[src/rtl/avr_irq_ctl_pkg.sv]
// rtl/avr_irq_ctl_pkg.sv - register map shared by the interrupt controller, MMIO decoder and drivers
package avr_irq_ctl_pkg;

    // Register offsets within the 256-byte slot.
    localparam logic [7:0] IRQ_PEND   = 8'h00;  // R / W1C (edge bits only)
    localparam logic [7:0] IRQ_ENABLE = 8'h01;  // RW per-source mask
    localparam logic [7:0] IRQ_EDGE   = 8'h02;  // RW, 1 = edge, 0 = level
    localparam logic [7:0] IRQ_ACTIVE = 8'h03;  // R, PEND & ENABLE
    localparam logic [7:0] IRQ_VECT   = 8'h04;  // R, {iflag, zeros, ivect}
    localparam logic [7:0] IRQ_SWSET  = 8'h05;  // W, software set of edge pending bits
    localparam logic [7:0] IRQ_GIE    = 8'h06;  // RW bit 0, global interrupt enable

endpackage

[src/rtl/irq_prio_enc.sv]
// rtl/irq_prio_enc.sv - combinational lowest-index-first priority encoder
//
// Ports:
//   req  in   NSRC  request vector, bit 0 has the highest priority
//   any  out  1     at least one request bit is set
//   idx  out  VW    index of the lowest set bit, 0 when req is empty
module irq_prio_enc #(
    parameter int NSRC = 8,
    parameter int VW   = 3
) (
    input  logic [NSRC-1:0] req,
    output logic            any,
    output logic [VW-1:0]   idx
);

    always_comb begin
        any = |req;
        idx = '0;
        // Scan from the top down so the lowest set bit is the last assignment.
        for (int i = NSRC - 1; i >= 0; i--) begin
            if (req[i]) begin
                idx = VW'(i);
            end
        end
    end

endmodule

[src/rtl/avr_irq_ctl.sv]
// rtl/avr_irq_ctl.sv - MMIO interrupt controller driving the AVR core iflag/ivect inputs
//
// Ports:
//   clk        in   1     system clock
//   rst_n      in   1     asynchronous active-low reset
//   irq_src    in   NSRC  raw interrupt lines, bit 0 highest priority
//   reg_re     in   1     register read strobe (slot already decoded)
//   reg_we     in   1     register write strobe
//   reg_a      in   8     register offset within the slot
//   reg_wdata  in   8     write data
//   reg_rdata  out  8     registered read data, holds until the next read
//   iack       in   1     core has taken the vector on ivect
//   iflag      out  1     registered interrupt request
//   ivect      out  VW    registered vector number, valid while iflag=1
module avr_irq_ctl
    import avr_irq_ctl_pkg::*;
#(
    parameter int NSRC = 8,
    parameter int VW   = 3,
    parameter int SYNC = 1
) (
    input  logic            clk,
    input  logic            rst_n,
    input  logic [NSRC-1:0] irq_src,
    input  logic            reg_re,
    input  logic            reg_we,
    input  logic [7:0]      reg_a,
    input  logic [7:0]      reg_wdata,
    output logic [7:0]      reg_rdata,
    input  logic            iack,
    output logic            iflag,
    output logic [VW-1:0]   ivect
);

    logic [NSRC-1:0] s;
    logic [NSRC-1:0] q;
    logic [NSRC-1:0] rise;

    logic [NSRC-1:0] pend;
    logic [NSRC-1:0] pend_nxt;
    logic [NSRC-1:0] enable;
    logic [NSRC-1:0] edge_mode;
    logic            gie;

    logic [NSRC-1:0] active;
    logic            enc_any;
    logic [VW-1:0]   enc_idx;
    logic [7:0]      rd_mux;

    logic wr_pend;
    logic wr_enable;
    logic wr_edge;
    logic wr_swset;
    logic wr_gie;
    logic iack_take;

    // Source sampling: optional two-flop synchronizer in front of the edge detector.
    generate
        if (SYNC != 0) begin : g_sync
            logic [NSRC-1:0] meta;
            logic [NSRC-1:0] sync;
            always_ff @(posedge clk or negedge rst_n) begin
                if (!rst_n) begin
                    meta <= '0;
                    sync <= '0;
                end else begin
                    meta <= irq_src;
                    sync <= meta;
                end
            end
            assign s = sync;
        end else begin : g_nosync
            assign s = irq_src;
        end
    endgenerate

    always_ff @(posedge clk or negedge rst_n) begin
        if (!rst_n) begin
            q <= '0;
        end else begin
            q <= s;
        end
    end

    assign rise = s & ~q;

    assign wr_pend   = reg_we && (reg_a == IRQ_PEND);
    assign wr_enable = reg_we && (reg_a == IRQ_ENABLE);
    assign wr_edge   = reg_we && (reg_a == IRQ_EDGE);
    assign wr_swset  = reg_we && (reg_a == IRQ_SWSET);
    assign wr_gie    = reg_we && (reg_a == IRQ_GIE);

    // An acknowledge only means something while a vector is actually presented.
    assign iack_take = iack && iflag;

    always_comb begin
        pend_nxt = pend;
        for (int i = 0; i < NSRC; i++) begin
            if (!edge_mode[i]) begin
                pend_nxt[i] = s[i];
            end else if (rise[i] || (wr_swset && reg_wdata[i])) begin
                // Set beats clear so an edge arriving during a clear is not lost.
                pend_nxt[i] = 1'b1;
            end else if ((wr_pend && reg_wdata[i]) ||
                         (iack_take && (ivect == VW'(i)))) begin
                pend_nxt[i] = 1'b0;
            end
        end
    end

    always_ff @(posedge clk or negedge rst_n) begin
        if (!rst_n) begin
            pend      <= '0;
            enable    <= '0;
            edge_mode <= '0;
            gie       <= 1'b0;
        end else begin
            pend <= pend_nxt;
            if (wr_enable) begin
                enable <= reg_wdata[NSRC-1:0];
            end
            if (wr_edge) begin
                edge_mode <= reg_wdata[NSRC-1:0];
            end
            if (wr_gie) begin
                gie <= reg_wdata[0];
            end
        end
    end

    assign active = pend & enable & {NSRC{gie}};

    irq_prio_enc #(
        .NSRC (NSRC),
        .VW   (VW)
    ) u_prio_enc (
        .req (active),
        .any (enc_any),
        .idx (enc_idx)
    );

    always_ff @(posedge clk or negedge rst_n) begin
        if (!rst_n) begin
            iflag <= 1'b0;
            ivect <= '0;
        end else begin
            iflag <= enc_any;
            ivect <= enc_idx;
        end
    end

    // Read mux works on current register values, so a same-cycle write is not yet visible.
    always_comb begin
        rd_mux = '0;
        case (reg_a)
            IRQ_PEND:   rd_mux[NSRC-1:0] = pend;
            IRQ_ENABLE: rd_mux[NSRC-1:0] = enable;
            IRQ_EDGE:   rd_mux[NSRC-1:0] = edge_mode;
            IRQ_ACTIVE: rd_mux[NSRC-1:0] = pend & enable;
            IRQ_VECT: begin
                rd_mux[7]      = iflag;
                rd_mux[VW-1:0] = ivect;
            end
            IRQ_GIE:    rd_mux[0] = gie;
            default:    rd_mux = '0;
        endcase
    end

    always_ff @(posedge clk or negedge rst_n) begin
        if (!rst_n) begin
            reg_rdata <= '0;
        end else if (reg_re) begin
            reg_rdata <= rd_mux;
        end
    end

endmodule

[config.mk]
export PLATFORM = sky130hd
export DESIGN_NAME = avr_irq_ctl
export DESIGN_NICKNAME = d
export VERILOG_FILES = /design/src/rtl/avr_irq_ctl_pkg.sv /design/src/rtl/irq_prio_enc.sv /design/src/rtl/avr_irq_ctl.sv
export SDC_FILE = /design/constraint.sdc
export NUM_CORES = 1
export LEC_CHECK = 0
export CAP_MARGIN = 0
export CORE_AREA = 2 2 101 103
export CTS_BUF_LIST = sky130_fd_sc_hd__clkbuf_4
export CTS_CLUSTER_DIAMETER = 60
export DETAILED_ROUTE_END_ITERATION = 7
export DIE_AREA = 0 0 103 105
export SETUP_SLACK_MARGIN = 0.2
export SYNTH_ARGS = -nofsm -noshare
export SYNTH_HDL_FRONTEND = slang
export SYNTH_SLANG_ARGS = --single-unit
[constraint.sdc]
create_clock -name clk -period 3.1 [get_ports clk]
set_input_delay 0.62 -clock clk [delete_from_list [all_inputs] [get_ports clk]]
set_output_delay 0.62 -clock clk [all_outputs]
set_load 0.1 [all_outputs]
After elaboration in Yosys (flattened, before gate mapping):

Index checks and enable logic that the tools add are counted.

* flip-flop bits (word level): 61
* bits in latches: 0
* bits in writable memories: 0
* bits in read-only memories: 0
* bits of input ports: 29
* output and inout port bits: 12
* logic and storage cells: 127
* memories kept: 0

* add/subtract/negate cells: 0
* $mul: 0
* divide/modulo/power cells: 0
* order comparisons: 0
* equality and inequality tests: 21
* shifts and indexed selects: 0
* muxes and demuxes: 36
* bitwise operators: 4
* reduce and logical (&&, ||, !) cells: 49

Operator list (count)
* $logic_and A1 B1 Y1: 30
* $and A8 B8 Y8: 3
* $eq A8 B3 Y1 const B: 3
* $mux W1: 24
* $mux W3: 8
* $ne A3 B1 Y1 const B: 8
* $eq A8 B2 Y1 const B: 2
* $logic_or A1 B1 Y1: 16
* $pmux W4 S4: 1
* $eq A3 B3 Y1 const B: 4
* $pmux W2 S5: 1
* $eq A8 B1 Y1 const B: 1
* $logic_not A8 Y1: 1
* $not A8 Y8: 1
* $reduce_or A8 Y1: 1
* $eq A3 B2 Y1 const B: 2
* $pmux W1 S6: 1
* $pmux W1 S5: 1
* $eq A3 B1 Y1 const B: 1
* $logic_not A3 Y1: 1

Logic depth before layout (Yosys ltp):

Gate-level depths: netlist of the first run.

* depth after elaboration: 10
* gate-level depth with buffers: 6
* depth with buffers taken out: 4

Modules after synthesis:

A second synthesis of the first run with hierarchy kept.

* cell total of the unflattened synthesis: 210
* area total of the unflattened synthesis: 2672.6 um2

By module, submodules not included
* avr_irq_ctl: instances 1, cells each 197, area each 2591.2 um2, sequential area each 1526.5 um2
* irq_prio_enc: instances 1, cells each 13, area each 81.3 um2, sequential area each 0.0 um2

Worst setup path after synthesis of the first run:

Ideal clock, no wire load.

* kind: input-to-reg
* from: input reg_a[5]
* to: register pend[0]
* library setup time: 0.126 ns
* arrival: 1.948 ns
* required time: 2.974 ns
* setup slack: 1.026 ns
* stages: 4
* buffers on the path: 0
* cell sequence: or4_4 nor4_4 a21oi_1 a311o_1

* longest elaborated chain between the ends: 6
* elaborated cells between the ends (all ways): 11
* those cells by class: eq/ne (2); mux (2); reduce/logical (7)

RTL lines
* start, declared: line avr_irq_ctl.sv:27 `input logic [7:0] reg_a,`
* $eq A8 B3 Y1: line avr_irq_ctl.sv:90 `assign wr_swset = reg_we && (reg_a == IRQ_SWSET);`
* $logic_and A1 B1 Y1: line avr_irq_ctl.sv:90
* $logic_and A1 B1 Y1: line avr_irq_ctl.sv:101 `end else if (rise[i] || (wr_swset && reg_wdata[i])) begin`
* $logic_or A1 B1 Y1: line avr_irq_ctl.sv:101
* $mux W1: line avr_irq_ctl.sv:101
* $mux W1: line avr_irq_ctl.sv:99 `if (!edge_mode[i]) begin`
* end signal, assigned: line avr_irq_ctl.sv:118 `pend <= pend_nxt;`
* end, declared: line avr_irq_ctl.sv:39 `logic [NSRC-1:0] pend;`

Several ways; a longest one is shown, not always the timed one.
A chain may end at the register's enable or synchronous reset.

Worst setup path in the final report of the first run:

* from: input reg_a[5]
* to: register pend[3]

Same word-level chain as after synthesis.

==> impl_metrics.toml, run 1 <==
[clock_tree]
cts_tree = "built"
cts_made_buffers = 9
cts-root-buf = "clkbuf_4"
cts_sinks = 61
cts_hold_buffers = 0
clockBufferDepth = 2
insertion_delay_ps = 410
htreeDepth = 3
clk_pin_slew_ps = 90
cts_setup_buffers = 0
postCtsResizedCells = 0

[logic_synthesis]
yosysWarnings = 0
mappedNetlistArea_mm2 = 0.00264
yosys_register_bits = 61
synth_top_area_share_pct = 57.9
ys_types = 41
synth_nets = 251
netlist_instances = 222
syn_area_per_cell_um2 = 11.9
synth_seq_area_share_pct = 57.9
ys_top_cells_by_area = "dfrtp_1 58%, mux2_2 7.3%, a21boi_0 3.1%"
synth_top_area_cell = "dfrtp_1"

[setup_path]
slowest_delay_ps = 580
cp-start-kind = "input port"
critPathTopFamily = "simple AND/OR/NAND/NOR gates"
cp.arrival_ps = 2600
path_class = "in2reg"
cp_max_fo = 8
cpMaxStageDelayCell = "or4_4"
cp.buffers_inverters = 1
cp-end-kind = "flip-flop"
required_ps = 3440
crit_chain = "clkdlybuf4s50_1 > or4_4 > nor4_1 > and2_1 > a311o_1"

[placed_design]
place_congestion = 0.806
portBuffers = 40
placedCellCount = 394
dp_hpwl_mm = 4.46
place_ws_ps = 448
dpl_cell_area_mm2 = 0.00319

[sta]
relSlewSlack_pct = 29.4
rsz0062_at_grt = "no"
setup-tns-final_ps = 0
post-route-period-util_pct = 73.2
setup_viol = 0
finalCriticalPeriod_ps = 2270
hold_viol = 0
setup_slack_ps = 831
clock_skew_ps = 12.9
drv_slew = 0
tightest_slew_ps = 1060
max_freq_mhz = 441

[routing]
wl_per_cell_um = 15.4
wirelength_mm = 6.31
ant_nets = 0
viasPerCell = 4.70
dr.pass1.iters = 4
drt_iter0_drc = 73
routed-via-count = 1922
drc = 0

[power]
power.density_mw_per_mm2 = 466
power.leakage_nw = 1.42
ir_drop_mv = 0.211

[die]
core_region_area_mm2 = 0.00964
fp.dieArea_mm2 = 0.0108
ios = 41
die_h_um = 105
row_count = 36
start_util_pct = 27.3
die_w_um = 103

[grt]
grt_start_max_net_pins = 49
grt_use_total_pct = 12.6
antenna_found_initial = 0
grt_pass1_wl_mm = 10.2
overflow = 0
grt_pass1_vias = 2015

[outcome]
status = "finished, final reports clean"

[final_layout]
num_antenna_cells = 0
area_growth_syn_to_layout_pct = 25.7
final_cell_area_mm2 = 0.00331
utilization_pct = 34.4
final_layout_size_suffix_gt1_share_pct = 20.3
finalNonFillerCells = 409
fillCellCount = 1002
layout.nets = 301

[hold_path]
hold_path.class = "reg2reg"

[run]
cap_violations = 0
metal layers:
metal  global-route usage, %  routed length, µm  vias to the layer above
met1                    16.4               2960                      934
met4                    5.64                115                        0
met5                       0                  0                        -
met3                    3.68                317                       10
li1                        -                  -                      932
met2                    19.1               2920                       46
cell usage in the layout, fill, tap and decap left out, types with 2 or more instances in the layout:
master	synthesis	routed
mux2i_1	6	6
mux2_2	17	17
o22ai_1	6	6
nand2_1	18	18
inv_1	9	9
nor2_1	5	5
nand2_2	2	2
a22o_1	3	3
a21oi_1	9	9
nor4_1	2	2
o311ai_0	4	4
nand3_1	3	3
o32a_1	2	2
nor2b_1	5	5
clkdlybuf4s50_1	0	27
o211ai_1	4	4
a31oi_1	7	7
nor3_1	2	2
o21ai_0	4	4
a21boi_0	11	11
clkinv_1	0	2
dfrtp_1	61	61
buf_4	0	18
nand2b_1	9	9
or2_2	3	3
a311o_1	8	8
clkbuf_4	0	12
Yosys cell counts, drive strengths merged:
library cell / count
a2bb2oi: 1
nand3b: 1
a311o: 8
mux2: 17
buf: 2
nand3: 3
nand4: 1
and3: 1
nor4: 3
o21ai: 4
nand2: 20
o211ai: 4
a22o: 3
and2: 1
dfrtp: 61
or2: 3
a21oi: 9
a22oi: 1
nor3: 2
a211o: 1
o221ai: 1
clkbuf: 5
a211oi: 1
a21boi: 11
o2bb2ai: 1
o32a: 2
o311ai: 4
nor2: 5
nor2b: 5
o22ai: 6
mux2i: 6
nand2b: 9
or4: 2
a31oi: 7
nor3b: 1
a32o: 1
inv: 9
area by class of cell:
type | count | area (µm²) | area share [%]
timing repair buffer | 46 | 410 | 12.4
inverter | 9 | 33.8 | 1.02
clock inverter | 3 | 37.5 | 1.13
tap | 133 | 166 | 5.02
multi-input combinational | 145 | 1050 | 31.6
sequential | 61 | 1530 | 46.1
clock buffer | 12 | 90.1 | 2.72
where the power goes:
part	total (mW)	switching (mW)	internal [mW]	leakage (nW)
registers	0.854	0.0259	0.828	0.774
clock network	0.542	0.278	0.264	0.0725
logic	0.148	0.0762	0.0722	0.571
state kept, by name, summed over array words and instances (netlist names), 3 cells and up:
signal and cells:
reg_rdata 8, ivect 3, g_sync.meta 8, q 8, pend 8, g_sync.sync 8, edge_mode 8, enable 8
per-stage QoR:
stage          power (mW)  hold WS [ps]
2_1_floorplan       0.935           324
3_3_place_gp         1.02           332
3_5_place_dp         1.02           335
4_1_cts              1.57           356
5_1_grt              1.63           368
6_report             1.54           354
final timing paths:
check | from | end | slack [ps] | depth (start not counted)
setup / recovery | reg_a[5] | pend[3] | 830 | 5
setup reg to reg | ivect[2] | pend[1] | 1530 | 4
max in group asynchronous | rst_n | reg_rdata[6] | 1980 | 2
hold reg to reg | g_sync.meta[1] | g_sync.sync[1] | 350 | 0
min in group asynchronous | rst_n | g_sync.meta[5] | 400 | 1
hold / removal | g_sync.meta[1] | g_sync.sync[1] | 350 | 0
cells by family (layout without fill, tap and decap cells):
kind of cell | after synthesis | count (layout) | synth area share, %
AO/OA/AOI/OAI | 65 | 65 | 18.2
flip-flops | 61 | 61 | 57.9
AND/OR/NAND/NOR | 57 | 57 | 12.0
multiplexers | 23 | 23 | 9.54
buffers and inverters | 16 | 70 | 2.33
worst register-to-register path: cells and delay by family (launching register included):
kind               cells  cell delay [ps]
DFF                    1              410
and+or+nand+nor        1              240
AOI/OAI and AO/OA      3              800
Power figures use the tool's default switching activity.
==> inputs of run 2 (changes only) <==
==> constraint.sdc (replaced) <==
create_clock -name clk -period 2.1 [get_ports clk]
set_input_delay 0.42 -clock clk [delete_from_list [all_inputs] [get_ports clk]]
set_output_delay 0.42 -clock clk [all_outputs]
set_load 0.1 [all_outputs]
==> impl_metrics.toml, run 2 (synthesized netlist as in run 1, its figures left out) <==
[setup_path]
cp_max_fo = 8
worstReg2RegEnd = "pend[1]"
cp-start-kind = "input port"
reg2reg_depth = 4
crit_start = "reg_a[6]"
r2r_start = "ivect[2]"
rrSetupSlack_ps = 540
required_ps = 2380
cp-end-kind = "flip-flop"
path_class = "in2reg"
crit_end = "pend[1]"
cp.arrival_ps = 2130

[power]
power.density_mw_per_mm2 = 659
ir_drop_mv = 0.236
power.leakage_nw = 1.52
power_mw = 2.28
swShare_pct = 25.7
sequentialPowerShare_pct = 55.4
p_int_mw = 1.69
p_clk_share_pct = 34.4
switching_power_uw = 586
power_frac_comb_pct = 10.2

[die]
fp.dieArea_mm2 = 0.0108
start_util_pct = 27.3
core_region_area_mm2 = 0.00964
row_count = 36
die_w_um = 103
die_h_um = 105
ios = 41

[routing]
drt_iter0_drc = 71
wl_per_cell_um = 14.8
drc = 0
wirelength_mm = 6.20
routed-via-count = 1973
ant_nets = 0
viasPerCell = 4.71
dr.pass1.iters = 4

[grt]
antenna_found_initial = 0
grt_pass1_vias = 2013
grt_start_max_net_pins = 62
overflow = 0
grt_use_total_pct = 12.1
grt_pass1_wl_mm = 9.94

[final_layout]
mostFrequentLayoutCell = "dfrtp_1"
layout_common_cells = "59 x dfrtp_1, 24 x clkdlybuf4s50_1, 23 x buf_4, 18 x nand2_1, 17 x mux2_2"
fillCellCount = 1003
regArea_mm2 = 0.00153
finalNonFillerCells = 419
layout.nets = 310
multi_input_area_mm2 = 0.00107
final_layout_size_suffix_gt1_share_pct = 25.2
area_growth_syn_to_layout_pct = 31.3
final_cell_area_mm2 = 0.00346
num_antenna_cells = 0

[sta]
hold_viol = 0
post-route-period-util_pct = 88.2
drv_slew = 0
clock_skew_ps = 14.5
setup_slack_ps = 248
relSlewSlack_pct = 70.2
rsz0062_at_grt = "no"
finalCriticalPeriod_ps = 1850
tightest_slew_ps = 444
setup_viol = 0
setup-tns-final_ps = 0
max_freq_mhz = 540

[placed_design]
dpl_cell_area_mm2 = 0.00329
dp_hpwl_mm = 4.45
place_congestion = 0.806
placedCellCount = 403
place_ws_ps = -310
portBuffers = 40

[clock_tree]
cts_tree = "built"
cts_made_buffers = 9
cts_sinks = 61
insertion_delay_ps = 400
clk_pin_slew_ps = 100
cts-root-buf = "clkbuf_4"
htreeDepth = 3
clockBufferDepth = 2
cts_hold_buffers = 0

[outcome]
status = "finished, final reports clean"

[run]
cap_violations = 0

[hold_path]
hold_path.class = "in2async"
-- run 2: through the flow --
stage / hold slack (ps) / utilization (%)
after floorplan: 124 / -
final: 9.43 / 35.9
after global placement: 333 / 34.2
after CTS: 2.87 / 35.6
after detailed placement: 336 / 34.2
after global routing: 13.3 / 35.9
-- run 2: cell type report --
class | count | area share [%]
multi-input cells | 145 | 31.0
well taps | 133 | 4.81
flip-flops and latches | 61 | 44.2
repair buffers | 55 | 15.2
inverters | 9 | 0.976
clock inverters | 7 | 1.92
clock buffers | 9 | 1.95
-- run 2: critical path, stage by stage --
cell	delay (ps)
clkdlybuf4s50_1	420
or4_4	470
nor4_4	240
buf_6	170
a21oi_1	70
a311o_1	330
-- run 2: worst min path at each step --
stage	slack, ps	to	depth (start not counted)	from
final	9	g_sync.meta[5]	2	rst_n
after detailed placement	340	g_sync.sync[1]	0	g_sync.meta[1]
after floorplan	120	edge_mode[0]	0	rst_n
after CTS	3	g_sync.meta[5]	2	rst_n
after global routing	10	g_sync.meta[5]	2	rst_n
after global placement	330	g_sync.sync[7]	0	g_sync.meta[7]
-- run 2: per-layer routing --
| layer | vias up | global-route usage, % | share of wire [%] |
|---|---|---|---|
| li1 | 950 | - | - |
| met5 | - | 0 | 0 |
| met3 | 6 | 3.34 | 4.1 |
| met2 | 43 | 18.6 | 46 |
| met1 | 974 | 16.2 | 49 |
| met4 | 0 | 4.23 | 0.94 |
-- run 2: what timing repair did --
item	4_1_cts	5_1_grt
resized for setup	1	8
setup buffers	0	0
endpoints found under the setup margin	23	24
pin swaps	2	3
-- run 2: power groups by stage --
stage | logic [mW] | clock network, mW | registers [mW]
2_1_floorplan | 0.0923 | 0 | 1.29
3_3_place_gp | 0.231 | 0 | 1.28
3_5_place_dp | 0.235 | 0 | 1.29
4_1_cts | 0.236 | 0.819 | 1.26
5_1_grt | 0.258 | 0.872 | 1.27
6_report | 0.233 | 0.785 | 1.26
==> inputs of run 3 (changes only) <==
--- a/config.mk
+++ b/config.mk
@@ -6,11 +6,14 @@
 export NUM_CORES = 1
 export LEC_CHECK = 0
 export CAP_MARGIN = 0
+export CELL_PAD_IN_SITES_DETAIL_PLACEMENT = 1
+export CELL_PAD_IN_SITES_GLOBAL_PLACEMENT = 1
 export CORE_AREA = 2 2 101 103
 export CTS_BUF_LIST = sky130_fd_sc_hd__clkbuf_4
 export CTS_CLUSTER_DIAMETER = 60
 export DETAILED_ROUTE_END_ITERATION = 7
 export DIE_AREA = 0 0 103 105
+export PLACE_DENSITY_LB_ADDON = 0.1
 export SETUP_SLACK_MARGIN = 0.2
 export SYNTH_ARGS = -nofsm -noshare
 export SYNTH_HDL_FRONTEND = slang
==> impl_metrics.toml, run 3 (synthesized netlist as in run 1, its figures left out) <==
[grt]
grt_use_met1_pct = 19.1
grt_util_met3_pct = 3.68
overflow = 0
grt_pass1_wl_mm = 11.3
grt_use_total_pct = 14.1
grt.busiest_layer = "met2"
grt_use_met2_pct = 21.7
grt_pass1_vias = 2094
antenna_found_initial = 0
grt_start_max_net_pins = 40

[routing]
dr.pass1.iters = 4
drt_iter0_drc = 78
wirelength_mm = 7.04
routed-via-count = 2003
viasPerCell = 4.74
ant_nets = 0
drc = 0
wl_per_cell_um = 16.6

[clock_tree]
cts_tree = "built"
insertion_delay_ps = 410
htreeDepth = 3
clockBufferDepth = 2
clk_pin_slew_ps = 100
cts-root-buf = "clkbuf_4"
cts_made_buffers = 9
cts_sinks = 61

[setup_path]
required_ps = 2400
path_class = "in2reg"
r2r_start = "ivect[2]"
cp_max_fo = 8
cp-end-kind = "flip-flop"
crit_start = "reg_a[6]"
cp.arrival_ps = 2190
cp-start-kind = "input port"

[outcome]
status = "finished, final reports clean"

[die]
fp.dieArea_mm2 = 0.0108
core_region_area_mm2 = 0.00964
die_w_um = 103
row_count = 36
ios = 41
die_h_um = 105
start_util_pct = 27.3

[sta]
post-route-period-util_pct = 90.0
setup_slack_ps = 211
rsz0062_at_grt = "yes"
hold_viol = 0
drv_slew = 0
finalCriticalPeriod_ps = 1890
max_freq_mhz = 529
setup_viol = 0
setup-tns-final_ps = 0
clock_skew_ps = 17.5
relSlewSlack_pct = 66.0
tightest_slew_ps = 510

[final_layout]
utilization_pct = 36.0
fillCellCount = 1097
num_antenna_cells = 0
mostFrequentLayoutCell = "dfrtp_1"
area_growth_syn_to_layout_pct = 31.6
layout_common_cells = "59 x dfrtp_1, 27 x clkdlybuf4s50_1, 26 x buf_4, 18 x nand2_1, 17 x mux2_2"
layout.nets = 314
final_layout_size_suffix_gt1_share_pct = 25.9

[placed_design]
place_ws_ps = -299
dp_hpwl_mm = 5.18
place_congestion = 0.782
portBuffers = 40

[hold_path]
hold_path.class = "reg2reg"
min_from = "g_sync.meta[7]"

[power]
ir_drop_mv = 0.270
power.leakage_nw = 1.51
power.density_mw_per_mm2 = 636

[run]
cap_violations = 0
[run 3: changes by cell type in the layout (fill, tap and decap cells not counted), sizes merged]
cell | previous run | this run
buf | 28 | 31
clkdlybuf4s50 | 24 | 27
dlymetal6s2s | 3 | 0
clkbuf | 9 | 11
clkinvlp | 3 | 1
bufinv | 1 | 0
clkinv | 3 | 4
dlygate4sd3 | 0 | 1
[run 3: power by group]
part | internal (mW) | switching, mW
clock network | 0.262 | 0.438
registers | 1.22 | 0.0401
logic | 0.123 | 0.122
total | 1.61 | 0.600
[run 3: layout make-up]
class	count	area [µm²]	share of cell area (%)
clock inverters	5	27.5	0.793
well taps	133	166	4.80
repair buffers	59	552	15.9
inverters	9	33.8	0.974
multi-input cells	145	1080	31.1
clock buffers	11	82.6	2.38
flip-flops and latches	61	1530	44.1
[run 3: path summary, 6_finish.rpt]
path | cells after the start | slack (ps) | endpoint
max | 6 | 210 | pend[0]
max in group asynchronous | 3 | 990 | edge_mode[3]
min in group asynchronous | 2 | 520 | reg_rdata[1]
min | 0 | 360 | g_sync.sync[7]
min reg2reg | 0 | 360 | g_sync.sync[7]
max reg2reg | 4 | 510 | pend[0]
[run 3: timing repair]
item / in CTS / in global routing
pin swaps: 2 / 1
endpoints found under the setup margin: 24 / 21
endpoints found under the hold margin: 18 / 0
setup buffers: 0 / 0
hold buffers: 1 / 0
resized for setup: 2 / 4
[run 3: layer usage]
| layer | vias to the layer above | wire length (µm) |
|---|---|---|
| li1 | 957 | - |
| met1 | 997 | 3400 |
| met2 | 38 | 3290 |
| met3 | 11 | 243 |
| met4 | 0 | 112 |
| met5 | - | 0 |
[run 3: through the flow]
stage | cell area [µm²] | power (mW) | std cells | hold WS (ps)
global route | 3470 | 2.34 | 423 | 368
CTS | 3450 | 2.25 | 423 | 361
global placement | 3320 | 1.53 | 406 | 333
finish | 3470 | 2.21 | 423 | 356
floorplan | 2640 | 1.38 | 222 | 124
detailed placement | 3320 | 1.53 | 406 | 336
[run 3: critical path, stage by stage]
cell,delay (ps)
clkdlybuf4s50_1,420
or4_4,600
nor4_4,160
buf_6,170
a21oi_1,80
a311o_1,330
==> RTL edit 1 (settings of run 2) <==
`NSRC` is set to 8 in 2 places; all go to 4.
--- a/src/rtl/irq_prio_enc.sv
+++ b/src/rtl/irq_prio_enc.sv
@@ -6,5 +6,5 @@
 //   idx  out  VW    index of the lowest set bit, 0 when req is empty
 module irq_prio_enc #(
-    parameter int NSRC = 8,
+    parameter int NSRC = 4,
     parameter int VW   = 3
 ) (
--- a/src/rtl/avr_irq_ctl.sv
+++ b/src/rtl/avr_irq_ctl.sv
@@ -16,5 +16,5 @@
     import avr_irq_ctl_pkg::*;
 #(
-    parameter int NSRC = 8,
+    parameter int NSRC = 4,
     parameter int VW   = 3,
     parameter int SYNC = 1
Interface: changed (resized irq_src); port bits go from 41 to 37. No check against the original RTL was run, so the function may have changed too.
==> RTL edit 1 against run 2 <==
Synthesized area fell by 41%; design area fell by 40%; sequential cell count fell by 28; routed wire length fell by 42%; clock power fell by 51%; worst setup slack improved by 0.10 ns; power fell by 46%; count of clock-buffer cells in the layout fell by 1; die area did not move.
==> RTL edit 1: results (changes against run 2) <==
Place
  • Detail Placement HPWL: 2740 µm (-38%)
  • GPL Wtd Cong: 0.798 (-0.97%)
  • PortBufs: 28 (-30%)
  • Placed Instances: 305 (-24%)
  • Dpl ws: -0.0720 ns (+0.238 ns)

Pwr
  • Max VDD drop: 0.000194 V (-18%)
  • Clk pwr share: 31.2% (-3.2 points)
  • Sw Share: 26.2% (+0.50 points)
  • Lkg Pwr: 0.910 nW (-40%)
  • Comb power: 0.000164 W (-30%)

Global route
  • Initial antenna violation count: 0 (unchanged)
  • M1 GR Usage: 9.66% (-6.6 points)
  • GR met2 Demand/Resource: 10.8% (-7.8 points)
  • Grt met3 use: 2.54% (-0.80 points)
  • GRT Resource Usage Total: 7.25% (-4.8 points)
  • Pin count of the biggest net entering global routing: 34 (-45%)
  • First-pass GRT wire length: 5910 µm (-41%)

Critical path
  • Crit-path max FO: 4 (-4)
  • CP endpoint: pend[2]
  • Critical Path Max Stage Delay: 0.45 ns (-0.02 ns)
  • Critical Path Start: reg_a[5]
  • Reg2reg start: ivect[0]
  • Family with the most delay on the worst path: simple AND/OR/NAND/NOR gates
  • Worst reg2reg path endpoint: pend[1]
  • Slowest CP cell: clkdlybuf4s50_1
  • Worst reg2reg setup slack: 0.86 ns (+0.32 ns)

Route
  • Initial DRC count: 85 (+20%)
  • M1 WL: 1610 µm (-47%)
  • Top layer in use: met4
  • Met2 routed WL: 1690 µm (-41%)
  • Routed wl met3: 261 µm (+2.8%)
  • DRC errors left: 0 (unchanged)
  • Total Wirelength: 3600 µm (-42%)
  • Via-to-Cell Ratio: 3.68 (-22%)
  • Routed len/inst: 11.5 µm (-22%)

Min path
  • HP Class: reg -> reg
  • Min-delay src: g_sync.meta[2]

CTS
  • CTS H-Tree Depth: 2 (-1)
  • Longest Clk Path Bufs: 2 (unchanged)
  • Worst skew pair latency: 0.33 ns (-0.07 ns)
  • Clock buffer count from CTS: 5 (-4)
  • Clock-pin slew on the worst setup and hold paths: 0.10 ns (about the same)
  • Post-CTS sizing: 0 (-1)

Logic synthesis
  • Commonest cells in the netlist: dfrtp_1, nand2_1, mux2_4
  • Synth Area in Compound Gates: 12.5% (-5.7 points)
  • Adder and majority cell fraction of the synthesized area: 0% (unchanged)
  • Synth async-reset ratio: 100% (unchanged)
  • Synth top area cells: dfrtp_1, mux2_4, nand2_1, o211ai_1, buf_4
  • Post-synth cell types: 39 (-4.9%)
  • Post-Synth XOR/XNOR Area: 0% (unchanged)
  • Post-synthesis mux area share: 9.80% (+0.26 points)
  • Mapped Cells: 140 (-37%)
  • Sequential element share of the synthesized area: 53.0% (-4.9 points)

Run status
  • Status: finished, final reports clean

Final layout
  • Final nets: 204 (-34%)
  • Fill cell count: 1073 (+7.0%)
  • Layout cells sized above 1: 22.8% (-2.4 points)

Timing
  • Min cycle time layout: 1.75 ns (-0.100 ns)
  • Skew final: 0.00718 ns (-0.00736 ns)
RTL edit 1: changes by cell type in the layout (fill, tap and decap cells not counted), sizes merged, moves of 4 or more:
cell                  run 2  this run
mux2                     17        10
a31o                      0         4
a31oi                     7         2
conb                      0         4
nand2b                    9         3
clkdlybuf4s50            24        20
a21oi                     9         2
a311o                     8         0
mux2i                     6         1
nand2                    20        27
dfrtp                    61        33
buf                      28        18
a21boi                   11         0
RTL edit 1: final cells by class:
cell class	instances	area share, %
multi-input combinational	95	31.9
sequential	33	39.9
tap	133	8.03
clock buffer	8	2.90
inverter	6	1.09
timing repair buffer	38	16.2
RTL edit 1: stage by stage:
step	TNS [ns]	hold WS, ns	total power, W	cell area (µm²)
after global routing	0	0.357	0.00130	2070
after CTS	0	0.356	0.00124	2070
final	0	0.350	0.00122	2070
after detailed placement	-0.248	0.335	0.000857	2010
after global placement	-0.0938	0.333	0.000853	2010
after floorplan	0	0.124	0.000780	1570
==> RTL edit 2 (settings of run 2) <==
Without the edit above. Put one more register stage on the output `iflag`, with the module's reset. The value now appears one clock later. The other outputs are not delayed to match. Comments in the files are not updated.
--- a/src/rtl/avr_irq_ctl.sv
+++ b/src/rtl/avr_irq_ctl.sv
@@ -32,4 +32,6 @@
     output logic [VW-1:0]   ivect
 );
+
+    logic iflag_s0;
 
     logic [NSRC-1:0] s;
@@ -92,5 +94,5 @@
 
     // An acknowledge only means something while a vector is actually presented.
-    assign iack_take = iack && iflag;
+    assign iack_take = iack && iflag_s0;
 
     always_comb begin
@@ -142,8 +144,8 @@
     always_ff @(posedge clk or negedge rst_n) begin
         if (!rst_n) begin
-            iflag <= 1'b0;
+            iflag_s0 <= 1'b0;
             ivect <= '0;
         end else begin
-            iflag <= enc_any;
+            iflag_s0 <= enc_any;
             ivect <= enc_idx;
         end
@@ -159,5 +161,5 @@
             IRQ_ACTIVE: rd_mux[NSRC-1:0] = pend & enable;
             IRQ_VECT: begin
-                rd_mux[7]      = iflag;
+                rd_mux[7]      = iflag_s0;
                 rd_mux[VW-1:0] = ivect;
             end
@@ -175,4 +177,12 @@
     end
 
+    always_ff @(posedge clk or negedge rst_n) begin
+        if (!rst_n) begin
+            iflag <= '0;
+        end else begin
+            iflag <= iflag_s0;
+        end
+    end
+
 endmodule
 
Behaviour: not the same (a bounded check fails within 10 cycles, from zero or initial values and one cycle with rst_n low).
==> RTL edit 2 against run 2 <==
First-iteration DRC count up 72%; power grew 6.0%; sequential cell count up 1; routed wire length shrank 5.3%; critical path type unchanged; core utilization is 0.18 points higher; synthesized area decreased by 1.0%; die area unchanged; sequential share of layout area rose by 0.42 points; worst setup slack got worse by 0.043 ns; design area increased by 0.51%.
==> RTL edit 2: results (changes against run 2) <==
Run status
  • Status: finished, final reports clean

Logic synthesis
  • Post-synth cell types: 46 (+12%)
  • Sequential element share of the synthesized area: 59.5% (+1.6 points)
  • Synth async-reset ratio: 100% (unchanged)
  • Syn. warnings: 0 (unchanged)
  • Synth top area cells: dfrtp_1, mux2_2, a311o_1, a21boi_0, nand2_1
  • Commonest cells in the netlist: dfrtp_1, mux2_2, nand2_1
  • Syn_nets: 229 (-8.8%)
  • Main synth FF type: dfrtp_1

Final layout
  • Fill cell count: 973 (-3.0%)
  • Antenna cells: 0 (unchanged)
  • Layout cells sized above 1: 27.4% (+2.2 points)
  • Final nets: 294 (-5.2%)

Min path
  • HP Class: reg -> reg

Timing
  • Slew margin rel.: 72.7% (+2.5 points)
  • Slew Viols, Final: 0 (unchanged)
  • Skew final: 0.0125 ns (-0.00206 ns)

Global route
  • GRT Resource Usage Total: 11.8% (-0.31 points)
  • Pin count of the biggest net entering global routing: 63 (+1.6%)
  • Vias in the first global route: 1911 (-5.1%)
  • Initial antenna violation count: 0 (unchanged)
  • First-pass GRT wire length: 9680 µm (-2.6%)

Route
  • Total Wirelength: 5870 µm (-5.3%)
  • Via-to-Cell Ratio: 4.66 (-0.98%)
  • Initial DRC count: 122 (+72%)
  • TritonRoute pass-1 iters: 4 (unchanged)

CTS
  • Clock-pin slew on the worst setup and hold paths: 0.10 ns (about the same)
  • Clock buffer count from CTS: 9 (unchanged)
  • CTS root buffer: clkbuf_4
  • CTS H-Tree Depth: 3 (unchanged)
  • Longest Clk Path Bufs: 2 (unchanged)
  • Worst skew pair latency: 0.40 ns (about the same)

Critical path
  • Critical Path Max Stage Delay: 0.52 ns (+0.05 ns)
  • Data arrival, critical path: 2.18 ns (+0.05 ns)
  • Family with the most delay on the worst path: simple AND/OR/NAND/NOR gates
  • Slowest CP cell: or4b_1
  • Crit-path max FO: 8 (unchanged)

Pwr
  • Max VDD drop: 0.000347 V (+47%)
  • Lkg Pwr: 1.50 nW (-0.99%)

Place
  • Detail Placement HPWL: 4160 µm (-6.6%)
  • PortBufs: 40 (unchanged)
  • GPL Wtd Cong: 0.832 (+3.3%)
RTL edit 2: cell types whose count changed in the layout (fill, tap and decap cells not counted), moves of 4 or more:
cell / run 2 / this run
inv_1: 9 / 2
o22ai_1: 6 / 0
a31oi_1: 7 / 1
o21a_1: 0 / 4
nand2b_1: 9 / 3
RTL edit 2: logic make-up after synthesis:
| family | after synthesis | synth area share (%) |
|---|---|---|
| DFF | 62 | 59.5 |
| muxes | 22 | 9.30 |
| AOI/OAI and AO/OA | 65 | 19.6 |
| and+or+nand+nor | 43 | 9.98 |
| buffers and inverters | 8 | 1.63 |
RTL edit 2: worst paths after layout:
check	startpoint	endpoint	slack [ns]	depth (start not counted)
max	reg_we	pend[2]	0.20	6
min	g_sync.meta[6]	g_sync.sync[6]	0.35	0
max reg2reg	ivect[0]	pend[4]	0.61	4
min reg2reg	g_sync.meta[6]	g_sync.sync[6]	0.35	0
max in group asynchronous	rst_n	enable[0]	1.30	3
min in group asynchronous	rst_n	g_sync.meta[1]	0.53	3
RTL edit 2: power by group:
group | leakage, nW | switching (W) | total [W] | internal (W)
sequential | 0.789 | 0.0000364 | 0.00128 | 0.00124
clock | 0.0883 | 0.000414 | 0.000917 | 0.000503
combinational | 0.623 | 0.000105 | 0.000221 | 0.000116
total | 1.50 | 0.000556 | 0.00242 | 0.00186
RTL edit 2: area by class of cell:
class / count / share of cell area (%)
inverter: 3 / 0.324
tap: 133 / 4.78
sequential: 62 / 44.6
clock inverter: 5 / 2.12
multi-input combinational: 130 / 30.0
timing repair buffer: 59 / 15.9
clock buffer: 11 / 2.37
RTL edit 2: per-layer routing:
layer	up-vias	global-route usage, %	share of wire (%)
li1	916	-	-
met3	10	3.75	6.3
met2	54	17.4	44
met4	0	5.26	2.4
met5	-	0	0
met1	899	15.7	47
RTL edit 2: timing repair:
action,in CTS,in global routing
setup buffers,0,0
endpoints found under the setup margin,2,10
hold buffers,1,0
gates resized for setup,1,3
hold endpoints to repair,10,0
RTL edit 2: per-stage QoR:
stage | power, W | setup WS [ns] | std cells | setup TNS [ns] | area (µm²)
final | 0.00242 | 0.204 | 403 | 0 | 3480
after global placement | 0.00152 | -0.193 | 386 | -5.17 | 3290
after floorplan | 0.00138 | 0.212 | 200 | 0 | 2630
after detailed placement | 0.00152 | -0.259 | 386 | -5.92 | 3290
after CTS | 0.00245 | 0.238 | 403 | 0 | 3460
after global routing | 0.00253 | 0.177 | 403 | 0 | 3480
